===== src/rtl/uart_tx_fifo_pkg.sv =====
// Shared UART definitions used by the transmit path.
package uart_tx_fifo_pkg;

  localparam int unsigned UART_DATA_W = 8;

  typedef logic [UART_DATA_W-1:0] uart_byte_t;

endpackage


===== src/rtl/uart_tx_fifo_mem.sv =====
// DEPTH x byte register array: one synchronous write port, one asynchronous read port.
module uart_tx_fifo_mem
  import uart_tx_fifo_pkg::*;
#(
  parameter int unsigned DEPTH = 16,
  localparam int unsigned PtrW = $clog2(DEPTH)
) (
  input  logic            clk,
  input  logic            we,
  input  logic [PtrW-1:0] waddr,
  input  uart_byte_t      wdata,
  input  logic [PtrW-1:0] raddr,
  output uart_byte_t      rdata
);

  uart_byte_t mem_q [DEPTH];

  // Storage is deliberately not reset; only the FIFO control state is.
  always_ff @(posedge clk) begin
    if (we) begin
      mem_q[waddr] <= wdata;
    end
  end

  assign rdata = mem_q[raddr];

endmodule


===== src/rtl/uart_tx_fifo.sv =====
// Byte FIFO ahead of uart_tx: first-word-fall-through head on tx_data, sticky overflow flag.
module uart_tx_fifo
  import uart_tx_fifo_pkg::*;
#(
  parameter int unsigned DEPTH       = 16,
  parameter int unsigned ALMOST_FULL = 12
) (
  input  logic                     clk,
  input  logic                     reset,
  input  logic                     wr_en,
  input  uart_byte_t               wr_data,
  output logic                     full,
  output logic                     almost_full,
  output logic [$clog2(DEPTH):0]   level,
  output logic                     overflow,
  input  logic                     clr_overflow,
  output logic                     tx_req,
  output uart_byte_t               tx_data,
  input  logic                     tx_ready
);

  localparam int unsigned PtrW   = $clog2(DEPTH);
  localparam int unsigned LevelW = PtrW + 1;

  logic [PtrW-1:0]   wr_ptr_q, wr_ptr_d;
  logic [PtrW-1:0]   rd_ptr_q, rd_ptr_d;
  logic [LevelW-1:0] level_q, level_d;
  logic              overflow_q, overflow_d;
  logic              push, pop, drop;

  assign tx_req      = (level_q != '0);
  assign full        = (level_q == LevelW'(DEPTH));
  assign almost_full = (level_q >= LevelW'(ALMOST_FULL));
  assign level       = level_q;
  assign overflow    = overflow_q;

  // A pop in the same cycle frees the slot, so a write at full is still taken.
  assign pop  = tx_ready && tx_req;
  assign push = wr_en && (!full || pop);
  assign drop = wr_en && full && !pop;

  always_comb begin
    wr_ptr_d   = wr_ptr_q;
    rd_ptr_d   = rd_ptr_q;
    level_d    = level_q;
    overflow_d = overflow_q;
    if (push) wr_ptr_d = wr_ptr_q + PtrW'(1);
    if (pop)  rd_ptr_d = rd_ptr_q + PtrW'(1);
    if (push && !pop) begin
      level_d = level_q + LevelW'(1);
    end else if (pop && !push) begin
      level_d = level_q - LevelW'(1);
    end
    // A drop in the same cycle as a clear must not be lost.
    if (drop) begin
      overflow_d = 1'b1;
    end else if (clr_overflow) begin
      overflow_d = 1'b0;
    end
  end

  always_ff @(posedge clk) begin
    if (reset) begin
      wr_ptr_q   <= '0;
      rd_ptr_q   <= '0;
      level_q    <= '0;
      overflow_q <= 1'b0;
    end else begin
      wr_ptr_q   <= wr_ptr_d;
      rd_ptr_q   <= rd_ptr_d;
      level_q    <= level_d;
      overflow_q <= overflow_d;
    end
  end

  uart_tx_fifo_mem #(
    .DEPTH(DEPTH)
  ) u_mem (
    .clk  (clk),
    .we   (push),
    .waddr(wr_ptr_q),
    .wdata(wr_data),
    .raddr(rd_ptr_q),
    .rdata(tx_data)
  );

endmodule


===== config.mk =====
export PLATFORM = sky130hd
export DESIGN_NAME = uart_tx_fifo
export DESIGN_NICKNAME = d
export VERILOG_FILES = /design/src/rtl/uart_tx_fifo_pkg.sv /design/src/rtl/uart_tx_fifo_mem.sv /design/src/rtl/uart_tx_fifo.sv
export SDC_FILE = /design/constraint.sdc
export NUM_CORES = 1
export LEC_CHECK = 0
export BUFFER_PORTS_ARGS = -buffer_cell sky130_fd_sc_hd__buf_4
export CAP_MARGIN = 10
export CORE_MARGIN = 2
export CORE_UTILIZATION = 45
export DETAILED_ROUTE_END_ITERATION = 8
export SYNTH_ARGS = -nofsm -noshare
export SYNTH_HDL_FRONTEND = slang
export SYNTH_SLANG_ARGS = --single-unit

===== constraint.sdc =====
create_clock -name clk -period 3.4 [get_ports clk]
set_clock_uncertainty 0.15 [all_clocks]
set_input_delay 0.17 -clock clk [delete_from_list [all_inputs] [get_ports clk]]
set_output_delay 0.17 -clock clk [all_outputs]
set_load 0.01 [all_outputs]

==> impl_metrics.ini, run 1 <==
[critical_path]
crit_path_start = level[0]
slowest_delay_ps = 640
critPathSlowestCell = or4_4
rr_startpoint = level[0]
worstPathRequired_ps = 3550
rr_worst_depth = 10
worstPathCellList = or4_4 -> o31ai_4 -> inv_1 -> ha_1 -> inv_1 -> ha_1 -> a21oi_1 -> a211oi_1 -> a31oi_1 -> mux2_2
cp_max_fo = 9
start_kind = flop
cp.depth = 10
crit_type = flop to flop
reg2reg_to = level[4]
end_kind = flop
path_delay_family = compound AO/OA/AOI/OAI gates
critical_path_buf_inv_count = 2
cp.arrival_ps = 3270
ff2ff_setup_slack_ps = 280
critPathCapture = level[4]

[logic_synthesis]
synth_area_leaders = edfxtp_1, mux4_2, dfxtp_1, ha_1, a22oi_1
ys_seq_elements = 146
yosysWarnings = 0
syn_inst = 321
synth-compound-area-share_pct = 4.34
synthArstFlopShare_pct = 0
synth_area_sq_mm = 0.00582
synth_most_common_cell = edfxtp_1
synth.largest_area_cell = edfxtp_1
muxShareOfSynthArea_pct = 12.7
synth.yosys.seq_area_share_pct = 72.2
avgSynthCellArea_sq_um = 18.1
yosysUniqueCellTypes = 36
synthSimpleGateAreaFrac_pct = 5.33
synth_commonest_cells = edfxtp_1, mux4_2, nor2_1
yosys_most_used_dff = edfxtp_1
synth_top_family_by_area = multiplexers
synth_xor_area_share_pct = 1.20
synth-edff-count = 128
synthAdderAreaFrac_pct = 2.49
syn_nets = 345
synth_top_area_share_pct = 66.0

[clock_network]
numCtsBuffers = 17
clockRootBuffer = clkbuf_16
cts_tree = yes
cts.sinks = 146
post_cts_resized = 0
clk_latency_ps = 410
cts_buffer_depth = 2
cts.clk_slew.worst_paths_ps = 60
h-tree-depth = 4

[floorplan]
initial_core_util_pct = 46.1
die_h_um = 118
core-area_sq_mm = 0.0126
dieArea_sq_mm = 0.0139
die_x_um = 118
rows = 41
io_pins = 30

[hold_path]
worstHoldPathType = primary input to flop
hold_depth = 4

[routing]
vias_per_cell = 5.33
drt_iter0_drc = 281
drc = 0
route.vias.total = 2985
wirelength_mm = 11.3
ant_nets = 0
drtPass1Iterations = 4
wl_per_cell_um = 20.2

[timing]
slew_violations = 0
setup_tns_ps = 0
post-route-period-util_pct = 91.7
relSlewSlack_pct = 36.4
fin_ws_ps = 283
hold_violations = 0
fmax_mhz = 321
layout_min_cycle_time_ps = 3120
rsz0062_at_grt = no
worstMarginPinSlew_ps = 951
setup_viol = 0

[power]
p_total_mw = 4.88
power.switching_mw = 1.28
p_clk_share_pct = 33.5
p_seq_share_pct = 42.7
ir_drop_v = 0.000336
pwr-share-comb_pct = 23.8
leakagePower_nw = 2.32
sw_frac_of_total_pct = 26.3
internal_power_mw = 3.59
p_per_area_mw_per_mm2 = 705

[placement]
pre_cts_ws_ps = 271
dpl_cell_area_sq_mm = 0.00626
finalWeightedCongestion = 0.727
dp_hpwl_mm = 6.88
port_buffers = 29

[global_route]
overflow = 0
grt_pass1_vias = 3200
antenna_found_initial = 0
grt_pass1_wl_mm = 17.9
grtUsageTotal_pct = 17.9
grt_max_degree = 33

[status]
status = complete, no violations

[layout]
nNetsFinal = 400
syn_to_final_growth_pct = 18.8
drive_gt1_share_pct = 25.5
fin_util_pct = 54.8
final_cell_area_sq_mm = 0.00691
n_fill_cell = 1021
n_antenna_cell = 0

[flow_run]
maxCapViolCount = 0
-- worst min-delay path, cell delays in order --
cell	delay, ps
buf_4	150
o31ai_4	100
xnor2_1	130
nor2_1	30
-- metal layers --
layer,track usage (%),wire [um],part of all wire (%)
met1,22.6,5000,44
met4,7.45,173,1.5
met3,4.17,353,3.1
met5,0,0,0
met2,29.8,5800,51
-- final cells by class --
type                            count  area, sq um  area share, %
Multi-Input combinational cell    152         1520           22.0
Inverter                            7         26.3          0.380
Sequential cell                   146         4210           60.8
Clock inverter                     10         68.8          0.995
Clock buffer                       21          440           6.37
Tap cell                          172          215           3.11
Timing Repair Buffer               52          438           6.33
-- power by group through the flow --
| stage | Combinational (mW) | Clock, mW | Sequential [mW] |
|---|---|---|---|
| after CTS | 1.19 | 1.66 | 2.08 |
| after floorplan | 0.805 | 0 | 2.12 |
| after detailed placement | 1.17 | 0 | 2.12 |
| final | 1.16 | 1.63 | 2.08 |
| after global placement | 1.16 | 0 | 2.12 |
| after global routing | 1.28 | 1.74 | 2.09 |
-- worst min-delay path by stage --
| stage | start | endpoint | slack [ps] |
|---|---|---|---|
| 6_report | tx_ready | wr_ptr_q[0] | 60 |
| 5_1_grt | tx_ready | wr_ptr_q[0] | 120 |
| 4_1_cts | tx_ready | wr_ptr_q[0] | 40 |
| 3_5_place_dp | clr_overflow | overflow | 340 |
| 3_3_place_gp | clr_overflow | overflow | 330 |
| 2_1_floorplan | wr_data[0] | u_mem.mem_q[0][0] | 120 |
-- cells in the final DEF (no fill, tap or decap), types with 2 or more instances in the layout --
cell type      instances
nand2_1               13
clkbuf_16             17
a22oi_1               16
dlygate4sd3_1         14
edfxtp_1             128
a21oi_1                7
o211ai_1               2
nand2b_1               3
clkinv_1               5
clkbuf_1               4
nor3_1                 5
xnor2_1                2
dfxtp_1               17
nand3_1                6
mux4_2                32
nor2_1                30
clkinv_2               4
ha_1                  10
nor2b_1                3
buf_4                 37
xor2_1                 6
inv_1                  7
nand3b_1               2
-- metrics by stage --
| stage | instances | hold slack [ps] |
|---|---|---|
| global placement | 515 | 328 |
| global route | 560 | 121 |
| detailed placement | 515 | 337 |
| CTS | 560 | 40.3 |
| floorplan | 321 | 119 |
| finish | 560 | 56.9 |
-- state kept, by name, summed over array words and instances, names as in the netlist, named ones only --
name,flops
u_mem.mem_q,128
level,5
rd_ptr_q,4
overflow,1
wr_ptr_q,4
-- what timing repair did --
item,in CTS,in global routing
hold buffers,14,0
hold endpoints to repair,145,0
setup buffers,0,0
-- kinds of logic after synthesis --
logic type | count (synthesis)
multiplexers | 34
XOR/XNOR | 8
buffers and inverters | 23
adder cells (fa/ha/maj) | 11
AND/OR/NAND/NOR | 67
flip-flops | 146
AO/OA/AOI/OAI | 32
Power figures use the tool's default switching activity.
==> run 2: changes to the inputs <==
--- a/config.mk
+++ b/config.mk
@@ -9,6 +9,7 @@
 export CAP_MARGIN = 10
 export CORE_MARGIN = 2
 export CORE_UTILIZATION = 45
+export CTS_BUF_LIST = sky130_fd_sc_hd__clkbuf_4 sky130_fd_sc_hd__clkbuf_8
 export DETAILED_ROUTE_END_ITERATION = 8
 export SYNTH_ARGS = -nofsm -noshare
 export SYNTH_HDL_FRONTEND = slang
==> impl_metrics.ini, run 2 (synthesis gave the netlist of run 1 again) <==
[status]
status = complete, no violations

[layout]
final_cell_area_sq_mm = 0.00674
n_antenna_cell = 0
layout_common_cells = edfxtp_1, buf_4, mux4_2, nor2_1
syn_to_final_growth_pct = 15.7
nNetsFinal = 400
largest_reg_flops = 128
drive_gt1_share_pct = 26.5
regMostFlops = u_mem.mem_q
final_common_cell = edfxtp_1
n_fill_cell = 1036

[critical_path]
crit_path_start = level[0]
ff2ff_setup_slack_ps = 280
critPathSlowestCell = or4_4
worstPathCellList = or4_4 -> o31ai_4 -> inv_1 -> ha_1 -> inv_1 -> ha_1 -> a21oi_1 -> a211oi_1 -> a31oi_1 -> mux2_2
path_delay_family = compound AO/OA/AOI/OAI gates
crit_type = flop to flop
rr_startpoint = level[0]
end_kind = flop
rr_worst_depth = 10
slowest_delay_ps = 640
worstPathRequired_ps = 3580
start_kind = flop
critical_path_buf_inv_count = 2
cp.arrival_ps = 3300
reg2reg_to = level[4]
cp_max_fo = 9

[floorplan]
initial_core_util_pct = 46.1
core-area_sq_mm = 0.0126
dieArea_sq_mm = 0.0139
die_x_um = 118
rows = 41
io_pins = 30
die_h_um = 118

[global_route]
grt_max_degree = 33
grt_pass1_vias = 3219
overflow = 0
antenna_found_initial = 0
grt_pass1_wl_mm = 17.9
grtUsageTotal_pct = 17.8

[timing]
hold_violations = 0
setup_tns_ps = 0
fmax_mhz = 320
whs_ps = 31.9
layout_min_cycle_time_ps = 3120
rsz0062_at_grt = no
slew_violations = 0
setup_viol = 0
worstMarginPinSlew_ps = 969
fin_ws_ps = 278
post-route-period-util_pct = 91.8
relSlewSlack_pct = 35.1

[power]
p_per_area_mw_per_mm2 = 656
internal_power_mw = 3.20
p_seq_share_pct = 47.1
power.switching_mw = 1.22
ir_drop_v = 0.000334
sw_frac_of_total_pct = 27.7
leakagePower_nw = 2.25
p_clk_share_pct = 26.6
pwr-share-comb_pct = 26.3
p_total_mw = 4.42

[clock_network]
cts_tree = yes
cts_buffer_depth = 2
clk_latency_ps = 430
post_cts_buffers = 0
cts.clk_slew.worst_paths_ps = 70
numCtsBuffers = 17
postCtsHoldBufs = 14
cts.sinks = 146
clockRootBuffer = clkbuf_8
h-tree-depth = 4
post_cts_resized = 0

[placement]
port_buffers = 29
finalWeightedCongestion = 0.727
pre_cts_ws_ps = 271
dpl_cell_area_sq_mm = 0.00626
dp_hpwl_mm = 6.88

[routing]
drt_iter0_drc = 293
drtPass1Iterations = 4
ant_nets = 0
vias_per_cell = 5.31
drc = 0
wl_per_cell_um = 20.2
wirelength_mm = 11.3
route.vias.total = 2972

[hold_path]
worstHoldPathType = primary input to flop
hold_start = tx_ready
hold_depth = 4
hold_path_end = wr_ptr_q[0]

[flow_run]
maxCapViolCount = 0
run 2: cell types whose count changed in the layout (fill, tap and decap cells not counted):
cell	delta
clkbuf_1	-4
clkbuf_4	+4
clkbuf_16	-17
clkbuf_8	+17
run 2: layout make-up:
type                            instances  area, sq um  area share, %
Timing Repair Buffer                   52          438           6.50
Clock buffer                           21          264           3.92
Inverter                                7         26.3          0.390
Sequential cell                       146         4210           62.4
Multi-Input combinational cell        152         1520           22.6
Tap cell                              172          215           3.19
Clock inverter                         10         68.8           1.02
run 2: worst max path at each step:
stage / endpoint / cells past startpoint
2_1_floorplan: level[4] / 11
3_3_place_gp: level[4] / 10
3_5_place_dp: level[4] / 10
4_1_cts: level[4] / 10
5_1_grt: level[4] / 10
6_report: level[4] / 10
run 2: per-layer routing:
| metal | wire length, um | track usage [%] |
|---|---|---|
| met1 | 4890 | 22.5 |
| met4 | 176 | 6.55 |
| met2 | 5800 | 29.9 |
| met3 | 456 | 4.31 |
| met5 | 0 | 0 |
run 2: through the flow:
stage	util [%]	cells
final	53.4	560
after global routing	53.4	560
after CTS	53.4	560
after detailed placement	49.6	515
after global placement	49.6	515
after floorplan	-	321
run 2: tightest hold or removal path, stage by stage:
cell and delay, ps:
buf_4 150, o31ai_4 100, xnor2_1 130, nor2_1 30
run 2: power groups by stage:
stage / Combinational, mW / Clock, mW / Sequential, mW
finish: 1.16 / 1.18 / 2.08
global route: 1.28 / 1.28 / 2.09
CTS: 1.19 / 1.20 / 2.08
detailed placement: 1.17 / 0 / 2.12
global placement: 1.16 / 0 / 2.12
floorplan: 0.805 / 0 / 2.12
